[src/rtl/pacman_pkg.sv]
// Shared maze description, score-command encodings and pellet-tracker states.
package pacman_pkg;
  localparam int MAZE_COLS = 24;
  localparam int MAZE_ROWS = 14;
  localparam int START_X   = 11;
  localparam int START_Y   = 6;

  // Row y holds cell x at bit (23 - x); 1 = wall.
  localparam logic [MAZE_COLS-1:0] MAZE_WALL [0:MAZE_ROWS-1] = '{
    24'hFFFFFF, 24'h800001, 24'hBDBDBD, 24'h800001, 24'hBDBDBD, 24'h800001, 24'h800001,
    24'hBDBDBD, 24'h800001, 24'hBDBDBD, 24'h800001, 24'hBDBDBD, 24'h800001, 24'hFFFFFF
  };

  localparam logic [4:0] POWER_X [0:3] = '{5'd1, 5'd22, 5'd1, 5'd22};
  localparam logic [3:0] POWER_Y [0:3] = '{4'd1, 4'd1, 4'd12, 4'd12};

  function automatic int count_pellets();
    int n;
    n = 0;
    for (int r = 0; r < MAZE_ROWS; r++)
      for (int c = 0; c < MAZE_COLS; c++)
        if (!MAZE_WALL[r][c]) n++;
    return n - 1;  // the start cell never holds a pellet
  endfunction

  localparam int PELLET_TOTAL = count_pellets();

  function automatic logic is_power(input logic [4:0] x, input logic [3:0] y);
    logic hit;
    hit = 1'b0;
    for (int i = 0; i < 4; i++)
      if (POWER_X[i] == x && POWER_Y[i] == y) hit = 1'b1;
    return hit;
  endfunction

  typedef enum logic [1:0] {
    SEL_PELLET = 2'b00,
    SEL_POWER  = 2'b01,
    SEL_GHOST  = 2'b10,
    SEL_DOUBLE = 2'b11
  } score_sel_t;

  typedef enum logic [2:0] {
    ST_INIT, ST_IDLE, ST_CHECK, ST_BONUS, ST_DONE
  } tracker_state_t;
endpackage

[src/rtl/fright_timer.sv]
// Frightened-mode countdown: load restarts the full duration, clear aborts it.
module fright_timer #(
  parameter int W      = 29,
  parameter int CYCLES = 300_000_000
) (
  input  logic clk,
  input  logic reset_n,
  input  logic load,
  input  logic clear,
  output logic active
);
  logic [W-1:0] count;

  // NOTE: sequential state uses non-blocking assignments so every register samples pre-edge values.
  always_ff @(posedge clk) begin
    if (!reset_n || clear)  count <= '0;
    else if (load)          count <= W'(CYCLES);
    else if (count != '0)   count <= count - 1'b1;
  end

  assign active = (count != '0);
endmodule

[src/rtl/pellet_tracker.sv]
// Live pellet map and event sequencer feeding single-cycle commands to the score ALU.
module pellet_tracker
  import pacman_pkg::*;
#(
  parameter int COLS          = MAZE_COLS,
  parameter int ROWS          = MAZE_ROWS,
  parameter int FRIGHT_W      = 29,          // 300e6 does not fit in 28 bits
  parameter int FRIGHT_CYCLES = 300_000_000
) (
  input  logic       clk,
  input  logic       reset_n,
  input  logic [4:0] pac_x,
  input  logic [3:0] pac_y,
  input  logic       pos_valid,
  input  logic       ghost_hit,
  input  logic       level_restart,
  output logic       pos_ready,
  output logic       score_en,
  output logic [1:0] score_sel,
  output logic [8:0] pellets_left,
  output logic       frightened,
  output logic       pac_dead,
  output logic       level_clear
);
  tracker_state_t state_q, state_d;
  logic [3:0]      row_q, row_d;
  logic [4:0]      x_q, x_d;
  logic [3:0]      y_q, y_d;
  logic            pending_q, pending_d;
  logic            score_en_d, pac_dead_d, level_clear_d;
  score_sel_t      score_sel_d;
  logic [8:0]      pellets_d;
  logic            map_init, map_clear, fright_load, fright_clear;
  logic            pos_accept, ghost_serve, pellet_hit;
  logic [4:0]      bit_idx;
  logic [COLS-1:0] init_row;
  logic [COLS-1:0] pellet_row [ROWS];

  assign pos_ready  = (state_q == ST_IDLE) && !pending_q;
  assign pos_accept = pos_valid && pos_ready && (pac_x < 5'(COLS)) && (pac_y < 4'(ROWS));
  assign bit_idx    = 5'(COLS - 1) - x_q;
  assign pellet_hit = pellet_row[y_q][bit_idx];

  always_comb begin
    init_row = ~MAZE_WALL[row_q];
    if (row_q == 4'(START_Y)) init_row[COLS-1-START_X] = 1'b0;
  end

  // NOTE: every always_comb output gets a default first so no path infers a latch.
  always_comb begin
    state_d       = state_q;
    row_d         = row_q;
    x_d           = x_q;
    y_d           = y_q;
    pending_d     = pending_q;
    pellets_d     = pellets_left;
    level_clear_d = level_clear;
    score_en_d    = 1'b0;
    score_sel_d   = SEL_PELLET;
    pac_dead_d    = 1'b0;
    map_init      = 1'b0;
    map_clear     = 1'b0;
    fright_load   = 1'b0;
    fright_clear  = 1'b0;

    // A ghost event coincident with an accepted move waits until the pellet award is out.
    ghost_serve = (state_q == ST_IDLE) && (pending_q || ghost_hit) && !pos_accept;
    if (ghost_serve) begin
      pending_d = 1'b0;
      if (frightened) begin
        score_en_d  = 1'b1;
        score_sel_d = SEL_GHOST;
      end else begin
        pac_dead_d = 1'b1;
      end
    end else if (ghost_hit && state_q != ST_DONE) begin
      pending_d = 1'b1;
    end

    unique case (state_q)
      ST_INIT: begin
        map_init = 1'b1;
        row_d    = row_q + 4'd1;
        if (row_q == 4'(ROWS - 1)) begin
          row_d     = '0;
          pellets_d = 9'(PELLET_TOTAL);
          state_d   = ST_IDLE;
        end
      end
      ST_IDLE: begin
        if (pos_accept) begin
          x_d     = pac_x;
          y_d     = pac_y;
          state_d = ST_CHECK;
        end
      end
      ST_CHECK: begin
        state_d = ST_IDLE;
        if (pellet_hit) begin
          map_clear   = 1'b1;
          pellets_d   = pellets_left - 9'd1;
          score_en_d  = 1'b1;
          score_sel_d = is_power(x_q, y_q) ? SEL_POWER : SEL_PELLET;
          fright_load = is_power(x_q, y_q);
          if (pellets_left == 9'd1) state_d = ST_BONUS;
        end
      end
      ST_BONUS: begin
        score_en_d    = 1'b1;
        score_sel_d   = SEL_DOUBLE;
        level_clear_d = 1'b1;
        state_d       = ST_DONE;
      end
      ST_DONE: begin
        pending_d = 1'b0;
        if (level_restart) begin
          level_clear_d = 1'b0;
          fright_clear  = 1'b1;
          row_d         = '0;
          state_d       = ST_INIT;
        end
      end
      default: state_d = ST_INIT;
    endcase
  end

  always_ff @(posedge clk) begin
    if (!reset_n) begin
      state_q      <= ST_INIT;
      row_q        <= '0;
      x_q          <= '0;
      y_q          <= '0;
      pending_q    <= 1'b0;
      score_en     <= 1'b0;
      score_sel    <= SEL_PELLET;
      pac_dead     <= 1'b0;
      level_clear  <= 1'b0;
      pellets_left <= '0;
    end else begin
      state_q      <= state_d;
      row_q        <= row_d;
      x_q          <= x_d;
      y_q          <= y_d;
      pending_q    <= pending_d;
      score_en     <= score_en_d;
      score_sel    <= score_sel_d;
      pac_dead     <= pac_dead_d;
      level_clear  <= level_clear_d;
      pellets_left <= pellets_d;
    end
  end

  // NOTE: the map array has no reset; INIT rewrites every row before any lookup can use it.
  always_ff @(posedge clk) begin
    if (map_init)       pellet_row[row_q]          <= init_row;
    else if (map_clear) pellet_row[y_q][bit_idx]   <= 1'b0;
  end

  fright_timer #(
    .W      (FRIGHT_W),
    .CYCLES (FRIGHT_CYCLES)
  ) u_fright_timer (
    .clk     (clk),
    .reset_n (reset_n),
    .load    (fright_load),
    .clear   (fright_clear),
    .active  (frightened)
  );
endmodule
[config.mk]
export PLATFORM = sky130hd
export DESIGN_NAME = pellet_tracker
export DESIGN_NICKNAME = d
export VERILOG_FILES = /design/src/rtl/pacman_pkg.sv /design/src/rtl/fright_timer.sv /design/src/rtl/pellet_tracker.sv
export SDC_FILE = /design/constraint.sdc
export NUM_CORES = 1
export LEC_CHECK = 0
export CORE_MARGIN = 3
export CORE_UTILIZATION = 40
export DETAILED_ROUTE_END_ITERATION = 12
export HOLD_SLACK_MARGIN = 0.03
export SLEW_MARGIN = 20
export SYNTH_ARGS = -nofsm -noshare
export SYNTH_HDL_FRONTEND = slang
export SYNTH_HIERARCHICAL = 1
export SYNTH_SLANG_ARGS = --single-unit
[constraint.sdc]
create_clock -name clk -period 10.25 [get_ports clk]
set_clock_uncertainty 0.05 [all_clocks]
set_input_delay 1.5375 -clock clk [delete_from_list [all_inputs] [get_ports clk]]
set_output_delay 1.5375 -clock clk [all_outputs]
set_load 0.1 [all_outputs]
==> results, run 1 <==
- The number of placed instances, taps included, is 1947.
- By area the synthesized netlist is led by sky130_fd_sc_hd__edfxtp_1 (52%), sky130_fd_sc_hd__dfxtp_1 (7.2%), sky130_fd_sc_hd__nor2_1 (6.5%).
- The share of synthesized area in the top cell type comes to 0.519.
- The number of hold buffers added after CTS was 0.
- After routing, the total negative slack on setup checks comes to 0 ps.
- The dominant synthesized flop cell is sky130_fd_sc_hd__edfxtp_1.
- Yosys mapped the design onto 82 distinct sky130hd cell types.
- The Yosys step of the flow raised 6 warnings.
- The category of cells accounting for the largest share of critical-path delay is buffers and inverters.
- The number of port buffers is 29.
- From synthesis to final layout, the design area changed by 11.0%.
- TritonCTS built the clock tree.
- The longest clock path from root to sink contains 3 buffers.
- The clock group share of total power is 0.367.
- Setup repair after global routing left no endpoint under its margin.
- The die extent in x is 217 µm.
- The maximum number of pins on one net before global-route repair is 121.
- After global routing the overflow that remains totals 0.
- The number of global-route vias before repair came to 11300.
- The hold violation count in the final report was 0.
- At the end of routability-driven placement, the weighted congestion stood at 0.804.
- The finished layout holds 2019 standard cells, fillers aside.
- The H-tree was split into 2 levels.
- The CTS buffer count is 40.
- The leakage power figure is 6.79 nW.
- The analysis attributes to net switching a power of 1.06 mW.
- After floorplanning, the core was divided into 76 placement rows.
- Counting every net in the synthesized netlist gives 1448.
- The run finished with clean final reports.
- The cell area after synthesis is 17800 µm².
- The most numerous cell type found on the critical path is sky130_fd_sc_hd__buf_4.
- The final setup violation count is 0.
- Cell internal power was estimated by the tool at 2.84 mW.
- The class of the most critical setup path is flip-flop to flip-flop.
- The clock slew seen by the registers of the worst setup and hold paths is 60 ps.
- For the pin with the worst max-slew slack, the measured transition is 1010 ps.
- The insertion delay to the later sink of the worst-skew pair is 540 ps.
- The required time at the worst-slack endpoint is 10550 ps.
- In the finished design, the share of the clock period the worst path needs comes to 0.613.
- The worst setup path is captured at a flip-flop.
- The share of total power dissipated in combinational logic is 0.168.
- The class of the tightest hold or removal check is flip-flop to flip-flop.
- The detailed-routing iteration count for the pre-antenna-repair pass is 5.
- For this run, the top clock speed supported by timing is 159 MHz.
- The region available for standard cell placement spans 43600 µm².
- Of the synthesized area, sequential elements account for 0.591.
- The number of synthesized register bits is 372.
- The ratio of cells with drive above 1 in the final layout is 0.195.
- The final antenna diode count is 0.
- The utilization after layout is 0.454.
- The type of origin of the critical path is a flip-flop.
- Traced cell by cell, the critical path runs through buf_4, mux4_2, o221ai_1, a21oi_1, nor4b_1, a221oi_2, o21ai_2, buf_4, nor2b_1, a21oi_4, buf_4, buf_4, buf_12.
- The number of design-rule violations left by the first detailed-router iteration is 1133.
- The number of inserted filler cells in the final layout is 4013.
- In the synthesized netlist, the cells that appear most often are sky130_fd_sc_hd__edfxtp_1 (308), sky130_fd_sc_hd__nor2_1 (308), sky130_fd_sc_hd__nor2_2 (71).
- The maximum fanout encountered on the critical timing path is 91.
- STA puts the critical path data arrival time at 6580 ps.
- Once the clock tree was built, the resizer swapped 0 gates to a different size.
- For this run, the slowest stage of the critical path takes 710 ps.
- The number of nets in the layout is 1430.
- The count of flip-flops with a built-in enable after synthesis is 308.
- Dividing the detail-routed via count by the number of cells gives 5.69.
- The final layout contains routed wiring with a total length of 44500 µm.
- For this configuration, the core starts out at a cell density of 0.409.
- The share of total power dissipated in sequential elements is 0.465.
- The estimated wirelength of the detail-placed design is 26300 µm.
- The detail route stage leaves a number of antenna-violating nets equal to 0.
- A synthesized cell averages 12.5 µm².
- Clock tree synthesis selected as its root buffer the cell sky130_fd_sc_hd__clkbuf_16.
- Synthesis produced 1423 cells.
- Of the total power, the share spent switching nets is 0.272.
- The detailed-route via count is 11500.
- The slowest stage of the critical path belongs to the cell sky130_fd_sc_hd__buf_4.
- The ratio of total power to cell area is 197 nW/µm².
- For this run, design rule violations remaining after detail routing come to 0.
- The number of buffers inserted by post-CTS setup repair is 0.
- IR analysis of the VDD net gives a maximum drop of 0.000252 V.
- The first global-routing pass estimated 68000 µm of wire.
- The critical path buffer and inverter count is 5.
- The cell accounting for the most synthesized area is sky130_fd_sc_hd__edfxtp_1.
- The proportion of synthesized flip-flops having asynchronous set or reset is 0.
- The combined global-route utilization of all metal layers is 0.188.
- The tree built by TritonCTS fans out to 372 sinks.
- The post-layout minimum cycle time is 6290 ps.
- After detailed routing, the average wire length per cell comes to 22.1 µm.
- Max-cap violations in this run came to 0.
- Overall power consumption after layout is estimated at 3.90 mW.
- The count of pins over their slew limit is 0.
- The initial antenna violation count is 0.
- The worst pin sits at a relative slew slack of 0.326.
- The die covers 47100 µm².
- The die outline height is 217 µm.
- The top-level port count is 30.
## final timing paths
| check | start | endpoint | slack [ps] | cells after the start |
|---|---|---|---|---|
| setup / recovery | flip-flop | pellet_row[11][3] | 3960 | 13 |
| hold / removal | u_fright_timer/count[7] | u_fright_timer/count[7] | 440 | 2 |
| setup reg to reg | flip-flop | pellet_row[11][3] | 3960 | 13 |
| hold reg to reg | u_fright_timer/count[7] | u_fright_timer/count[7] | 440 | 2 |
## final cells by class
type | count | area (µm²) | share of cell area
clock inverter | 14 | 156 | 0.00791
timing repair buffer | 55 | 578 | 0.0292
multi-input combinational | 919 | 6580 | 0.332
sequential | 372 | 10500 | 0.533
tap | 585 | 732 | 0.0370
clock buffer | 57 | 1130 | 0.0574
inverter | 17 | 63.8 | 0.00323
## worst register-to-register path: stages, from the launching register on
cell,delay [ps]
sky130_fd_sc_hd__dfxtp_4,560
sky130_fd_sc_hd__buf_4,720
sky130_fd_sc_hd__mux4_2,610
sky130_fd_sc_hd__o221ai_1,240
sky130_fd_sc_hd__a21oi_1,90
sky130_fd_sc_hd__nor4b_1,560
sky130_fd_sc_hd__a221oi_2,260
sky130_fd_sc_hd__o21ai_2,610
sky130_fd_sc_hd__buf_4,400
sky130_fd_sc_hd__nor2b_1,190
sky130_fd_sc_hd__a21oi_4,140
sky130_fd_sc_hd__buf_4,610
sky130_fd_sc_hd__buf_4,730
sky130_fd_sc_hd__buf_12,310
## logic make-up after synthesis
| family | count (synthesis) | share of synthesized area |
|---|---|---|
| AND/OR/NAND/NOR | 576 | 0.158 |
| flip-flops | 372 | 0.591 |
| AO/OA/AOI/OAI | 196 | 0.0835 |
| buffers and inverters | 132 | 0.0491 |
| multiplexers | 118 | 0.102 |
| XOR/XNOR | 18 | 0.00885 |
| adder cells (fa/ha/maj) | 11 | 0.00772 |
## power by group through the flow
stage | Sequential [mW] | Combinational [mW] | Clock [mW]
global placement | 1.84 | 0.639 | 0
detailed placement | 1.85 | 0.656 | 0
finish | 1.82 | 0.656 | 1.43
CTS | 1.82 | 0.658 | 1.45
global route | 1.83 | 0.731 | 1.51
floorplan | 1.84 | 0.535 | 0
## cells in the final DEF (no fill, tap or decap), drive strengths merged, types with 29 or more instances in the layout
cell type / instances
a21oi: 39
clkbuf: 57
clkdlybuf4s50: 29
dfxtp: 64
edfxtp: 308
mux2i: 49
mux4: 46
nand2: 46
nand2b: 37
nor2: 379
## stage by stage
step / hold WS (ps) / setup slack (ps) / area [µm²]
after floorplan: 404 / 757 / 17800
after global placement: 415 / 3980 / 18400
after detailed placement: 437 / 3830 / 18500
after CTS: 446 / 3790 / 19800
after global routing: 468 / 3570 / 19800
final: 443 / 3960 / 19800
## per-layer routing
| metal | global-route usage | part of all wire | up-vias |
|---|---|---|---|
| met1 | 0.267 | 0.43 | 5762 |
| met3 | 0.0297 | 0.080 | 77 |
| met4 | 0.0524 | 0.022 | 0 |
| li1 | - | - | 5194 |
| met5 | 0 | 0 | - |
| met2 | 0.301 | 0.47 | 450 |
## state kept, by name (all words and copies together) (netlist names), named ones only
signal / cells
x_q: 5
score_en: 1
pending_q: 1
y_q: 4
u_fright_timer/count: 29
pellet_row: 308
row_q: 4
level_clear: 1
state_q: 3
score_sel: 2
pellets_left: 9
pac_dead: 1
Note: power is estimated with default switching activity, not from simulation.
==> run 2: changes to the inputs <==
- clock period: 10.25 -> 6.1 ns (I/O delays scaled with it)
==> run 2 against run 1 <==
  * Highest routed layer unchanged
  * Core utilization rose by 0.28 points
  * Count of clock-buffer cells in the layout fell by 4
  * Sequential cell count did not move
  * Via count rose by 0.12%
  * Final cell count rose by 0.74%
  * Non-clock buffer count rose by 10
  * Critical path depth did not move
  * Hold slack got worse by 8.5 ps
  * Worst setup slack got worse by 3600 ps
  * Power rose by 71%
==> results, run 2 (same netlist as run 1, synthesis figures left out) <==
- The startpoint identified for the worst hold timing path is u_fright_timer/count[28].
- The number of max-cap violations is 0.
- The leakage power figure is 6.86 nW.
- The average vias per placed instance is 5.65.
- Leaving out fill and tap cells, the most frequent cells in the layout are sky130_fd_sc_hd__nor2_1 (308), sky130_fd_sc_hd__edfxtp_1 (308), sky130_fd_sc_hd__nor2_2 (71).
- Clock tree synthesis found a total of 372 sinks.
- The root buffer cell chosen for the clock tree is sky130_fd_sc_hd__clkbuf_16.
- The worst setup path is captured at a flip-flop.
- The reg-to-reg endpoint is u_fright_timer/count[6].
- The quantity of hold-fixing buffers added after cts is 0.
- The largest register by flop count is pellet_row.
- In the global route stage, overall resource usage came out at 0.189.
- Broken down by cell family, the worst path's largest delay share belongs to simple AND/OR/NAND/NOR gates.
- The estimated wirelength of the detail-placed design is 26600 µm.
- The share of total power dissipated in sequential elements is 0.458.
- In this run the horizontal extent of the chip is 217 µm.
- The number of antenna-violating nets in the routed design is 0.
- In the final layout, the registers with the most flip-flops are pellet_row: 308 flops, u_fright_timer/count: 29 flops, pellets_left: 9 flops.
- The tightest min-delay check is of the flip-flop to flip-flop type.
- The critical path data arrival time is 6110 ps.
- In the final timing run, aggregate negative setup slack is 0 ps.
- The worst hold path depth is 2.
- The core box area is 43600 µm².
- The starting density of the core is 0.409.
- The final antenna diode count is 0.
- The first TritonRoute pass finished after 5 iterations.
- Subtracting the final worst setup slack from the clock period gives 5740 ps.
- The register with the most flip-flops in the layout has 308 of them.
- The hold violation count in the final report is 0.
- The number of standard-cell rows in the floorplan is 76.
- In the final routed layout, each cell accounts on average for 21.8 µm.
- The CTS buffer count is 41.
- Summed over all layers, the routed wires come to 44400 µm.
- The initial antenna violation count is 0.
- The post-placement setup slack is 404 ps.
- Setup slack on the worst reg-to-reg path comes out at 360 ps.
- The post-place instance area is 18500 µm².
- The count of pins over their slew limit came to 0.
- The worst pin sits at a relative slew slack of 0.318.
- The ratio of total power to cell area is 335 nW/µm².
- The clock reaches the later pin of the worst-skew pair after 540 ps.
- Summed over all layers, the global routing overflow is 0.
- Once layout is done, the placed cells without fillers occupy 19900 µm².
- In this run the tool buffered the top-level ports with 29 buffer cells.
- In the routed design, unresolved DRC markers number 0.
- The clock group share of total power is 0.374.
- The full die area is 47100 µm².
- The number of inserted filler cells in the final layout is 4031.
- Measured in cells, the most critical reg-to-reg path has a length of 13.
- The number of global-route vias before repair is 11300.
- Once layout is complete, the cells apart from fillers number 2034.
- The maximum number of buffers from clock root to sink is 3.
- The number of instances resized during post-cts repair is 0.
- The slowest stage of the critical path is the sky130_fd_sc_hd__a221oi_2 cell.
- The final-layout worst hold slack is 434 ps.
- Walking the worst path, the cells encountered are buf_4, nor2_1, a22o_1, nor4_1, o31ai_1, a221oi_2, o21ai_2, buf_4, nor2_1, clkinv_1, nand2b_1, a211oi_1, a31o_2.
- The area growth from synthesis to layout is 11.7%.
- In the final layout, the share of cells above drive strength 1 is 0.201.
- The critical path buffer and inverter count is 3.
- VDD sags by at most 0.000336 V.
- The cell count after placement is 1958.
- The flow ran to the end, and the final reports show no timing, DRC or antenna violations.
- The maximum clock rate is 174 MHz.
- The maximum number of pins on one net before global-route repair is 85.
- The detailed-route via count is 11500.
- The worst setup path is launched from a flip-flop.
- The number of design-rule violations left by the first detailed-router iteration is 964.
- For this design the top-level I/O count stands at 30.
- The weighted congestion reported at the end of routability-driven placement is 0.819.
- The ratio of final minimum period to clock period is 0.941.
- The depth of the CTS H-tree is 2.
- TritonCTS built the clock tree.
- On the worst path, the slowest cell contributes a delay of 820 ps.
- Of the total power, the share spent switching nets is 0.271.
- The utilization after layout is 0.457.
- At the worst endpoint, the required time is 6470 ps.
- The total net switching power is 1.81 mW.
- The die outline height is 217 µm.
- The slack of the critical path is 361 ps.
- For the pin with the worst max-slew slack, the measured transition is 1020 ps.
- After the last flow step, the layout net total stands at 1441.
- The class of the most critical setup path is flip-flop to flip-flop.
- The number of setup buffers added after CTS is 0.
- The overall power is 6.66 mW.
- The first global-routing pass estimated 68400 µm of wire.
- The maximum fanout encountered on the critical timing path is 38.
- The portion of total power attributed to combinational logic is 0.168.
- The internal power of the cells totals 4.86 mW.
- The endpoint of the worst hold path is u_fright_timer/count[28].
- The final setup violation count is 0.
- Setup repair after global routing left no endpoint under its margin.
- After clock tree synthesis, the clock-pin slew on the worst setup and hold paths is 60 ps.
==> run 2: cell count changes in the layout (fill, tap and decap cells not counted), sizes merged <==
cell / before / now
buf: 26 / 36
bufinv: 3 / 4
clkbuf: 57 / 53
clkinv: 12 / 19
clkinvlp: 0 / 1
==> run 2: layout make-up <==
class | count | area [µm²] | area share
clock buffers | 53 | 1150 | 0.0580
clock inverters | 23 | 209 | 0.0105
inverters | 17 | 63.8 | 0.00321
multi-input cells | 919 | 6580 | 0.331
flip-flops and latches | 372 | 10500 | 0.530
well taps | 585 | 732 | 0.0368
repair buffers | 65 | 623 | 0.0313
==> run 2: per-layer routing <==
metal	part of all wire	global-route usage	routed length [µm]	vias up
li1	-	-	-	5234
met1	0.44	0.267	19500	5832
met2	0.47	0.307	21100	370
met3	0.064	0.0240	2820	61
met4	0.023	0.0550	1020	0
met5	0	0	0	-
==> run 2: worst max path at each step <==
stage                    from                        to  slack [ps]  depth (start not counted)
CTS                 flip-flop   u_fright_timer/count[6]         390                         13
global placement    flip-flop   u_fright_timer/count[6]         470                         13
detailed placement  flip-flop   u_fright_timer/count[6]         400                         13
floorplan           flip-flop         pellet_row[0][14]         880                         10
finish              flip-flop   u_fright_timer/count[6]         360                         13
global route        flip-flop  u_fright_timer/count[26]          60                         12
==> run 2: worst min-delay path: stages, from the launching register on <==
cell and delay [ps]:
sky130_fd_sc_hd__dfxtp_1 320, sky130_fd_sc_hd__o31ai_1 60, sky130_fd_sc_hd__a21oi_1 50
==> run 2: power by group through the flow <==
stage                     combinational, mW  clock, mW  sequential (mW)
final                                  1.12       2.49             3.05
after global routing                   1.24       2.65             3.07
after CTS                              1.12       2.53             3.05
after detailed placement               1.11          0             3.10
after global placement                 1.10          0             3.10
after floorplan                       0.901          0             3.08
==> run 3: changes to the inputs <==
- SETUP_SLACK_MARGIN: not set -> 0.4
==> run 3 against run 2 <==
  * Sequential cell count is the same
  * Non-clock buffer count rose by 1
  * Clock power about the same
  * Critical path type unchanged
  * Fmax is 9.0% higher
  * Global-route usage unchanged
  * Power about the same
==> results, run 3 (same netlist as run 1, synthesis figures left out) <==
- The run finished with clean final reports.
- TritonCTS built the clock tree.
- The class of the most critical setup path is flip-flop to flip-flop.
- The maximum clock rate is 190 MHz.
- The number of port buffers is 29.
- The flop-to-flop setup slack is 830 ps.
- Max-cap violations in this run came to 0.
- The clock sink total is 372.
- For this run, the detailed router's first-pass iteration total came to 5.
- The number of global-route vias before repair came to 11300.
- The root buffer cell is sky130_fd_sc_hd__clkbuf_16.
- Measured on the finished design, the core utilization comes to 0.458.
- The number of hold buffers added after CTS was 0.
- The type of destination of the critical path is a flip-flop.
- The DRC violations left is 0.
- The largest registers in the layout are pellet_row: 308 flops, u_fright_timer/count: 29 flops, pellets_left: 9 flops.
- Measured against its own limit, the worst slew margin works out to 0.317.
- The worst vdd rail ir drop is 0.000339 V.
- The insertion delay to the later sink of the worst-skew pair is 530 ps.
- 30 I/O pins were placed.
- After detailed placement, the design holds a cell count of 1958.
- Dividing the final minimum period by the clock period gives 0.863.
- At the pin with the least slew margin, the transition time is 1020 ps.
- The ratio of total power to cell area is 334 nW/µm².
- Compared with the post-synthesis result, the final layout area differs by 11.9%.
- The number of inserted filler cells in the final layout is 4028.
- The hold violation count in the final report is 0.
- The largest register by flop count is pellet_row.
- The clock slew seen by the registers of the worst setup and hold paths is 60 ps.
- The weighted congestion reported at the end of routability-driven placement is 0.819.
- The die extent in x is 217 µm.
- The library cells used most frequently in the layout, excluding fill and tap cells, are sky130_fd_sc_hd__nor2_1 (308), sky130_fd_sc_hd__edfxtp_1 (308), sky130_fd_sc_hd__nor2_2 (71).
- The first-pass GRT wire length is 68400 µm.
- The maximum number of pins on one net before global-route repair is 85.
- Dividing the detail-routed wire length by the instance count gives 21.9 µm.
- The depth of the CTS H-tree is 2.
- The final setup violation count is 0.
- TritonCTS created 41 clock buffers.
- The initial antenna violation count is 0.
- The combined global-route utilization of all metal layers is 0.189.
- The number of standard-cell rows in the floorplan is 76.
- The number of design-rule violations left by the first detailed-router iteration is 977.
- Data arrives at the worst endpoint at 5640 ps.
- Counting instances, the worst hold path has a depth of 2.
- The longest clock path from root to sink contains 3 buffers.
- The count of pins over their slew limit is 0.
- For this design the static power due to leakage is 6.86 nW.
- The smallest clock period supported by the final layout is computed as 5270 ps.
- The die outline height is 217 µm.
- The full die area is 47100 µm².
- Setup total negative slack on the finished layout was measured at 0 ps.
- The number of nets in the layout is 1442.
- The core box area is 43600 µm².
- The finished layout holds 2035 standard cells, fillers aside.
- The number of cells on the worst reg-to-reg path is 13.
- The number of flip-flops under the largest register name is 308.
- The ratio of cells with drive above 1 in the final layout is 0.202.
- The estimated wirelength of the detail-placed design is 26600 µm.
- The worst setup path is launched from a flip-flop.
- Setup repair after global routing left no endpoint under its margin.
- The final design instance area without fill is 19900 µm².
- The count of nets left with antenna violations once routing finished came out at 0.
- The placed instances occupy a cell area of 18500 µm².
- The starting density of the core is 0.409.
- The detailed-route via count is 11500.
- Global routing finished with a remaining overflow of 0.
- The maximum fanout encountered on the critical timing path is 38.
- The final antenna diode count is 0.
- The final routed wirelength across all metal layers is 44500 µm.
- Overall power consumption after layout is estimated at 6.66 mW.
- In this run the worst hold path is classified as flip-flop to flip-flop.
- The average vias per placed instance is 5.67.
- The required time at the worst-slack endpoint is 6470 ps.
[run 3: cell count changes in the layout (fill, tap and decap cells not counted), sizes merged]
cell / previous run / this run
buf: 36 / 37
[run 3: path summary, 6_finish.rpt]
| check | start | to |
|---|---|---|
| max reg2reg | flip-flop | u_fright_timer/count[6] |
| min reg2reg | u_fright_timer/count[28] | u_fright_timer/count[28] |
| min | u_fright_timer/count[28] | u_fright_timer/count[28] |
| max | flip-flop | u_fright_timer/count[6] |
[run 3: power by group]
group	internal (mW)	leakage [nW]	switching [mW]
registers	2.94	3.35	0.112
clock network	1.50	0.669	0.987
logic	0.415	2.84	0.707
total	4.86	6.86	1.81
[run 3: layout make-up]
type | count | area [µm²] | share of cell area
Clock buffer | 53 | 1150 | 0.0579
Clock inverter | 23 | 209 | 0.0105
Inverter | 17 | 63.8 | 0.00320
Multi-Input combinational cell | 919 | 6590 | 0.331
Sequential cell | 372 | 10500 | 0.529
Tap cell | 585 | 732 | 0.0367
Timing Repair Buffer | 66 | 643 | 0.0323
[run 3: per-stage QoR]
stage	hold WS (ps)	worst slack, ps
2_1_floorplan	404	879
3_3_place_gp	418	466
3_5_place_dp	425	404
4_1_cts	434	667
5_1_grt	448	569
6_report	436	833
[run 3: layer usage]
| layer | global-route usage | up-vias | routed length (µm) |
|---|---|---|---|
| met5 | 0 | - | 0 |
| met2 | 0.307 | 398 | 21000 |
| li1 | - | 5224 | - |
| met4 | 0.0550 | 0 | 1090 |
| met1 | 0.267 | 5846 | 19300 |
| met3 | 0.0240 | 69 | 3110 |
[run 3: what timing repair did]
| action | in CTS | in global routing |
|---|---|---|
| buffers inserted | 0 | 1 |
| resized for setup | 1 | 1 |
| setup endpoints to repair | 1 | 3 |
[run 3: critical path: stages (launching register included)]
cell and delay, ps:
sky130_fd_sc_hd__dfxtp_4 770, sky130_fd_sc_hd__buf_4 430, sky130_fd_sc_hd__nor2_1 180, sky130_fd_sc_hd__a22o_1 260, sky130_fd_sc_hd__nor4_1 490, sky130_fd_sc_hd__o31ai_1 230, sky130_fd_sc_hd__a221oi_4 620, sky130_fd_sc_hd__o21ai_2 160
sky130_fd_sc_hd__buf_4 210, sky130_fd_sc_hd__nor2_1 440, sky130_fd_sc_hd__clkinv_1 450, sky130_fd_sc_hd__nand2b_2 480, sky130_fd_sc_hd__a211oi_1 100, sky130_fd_sc_hd__a31o_2 230
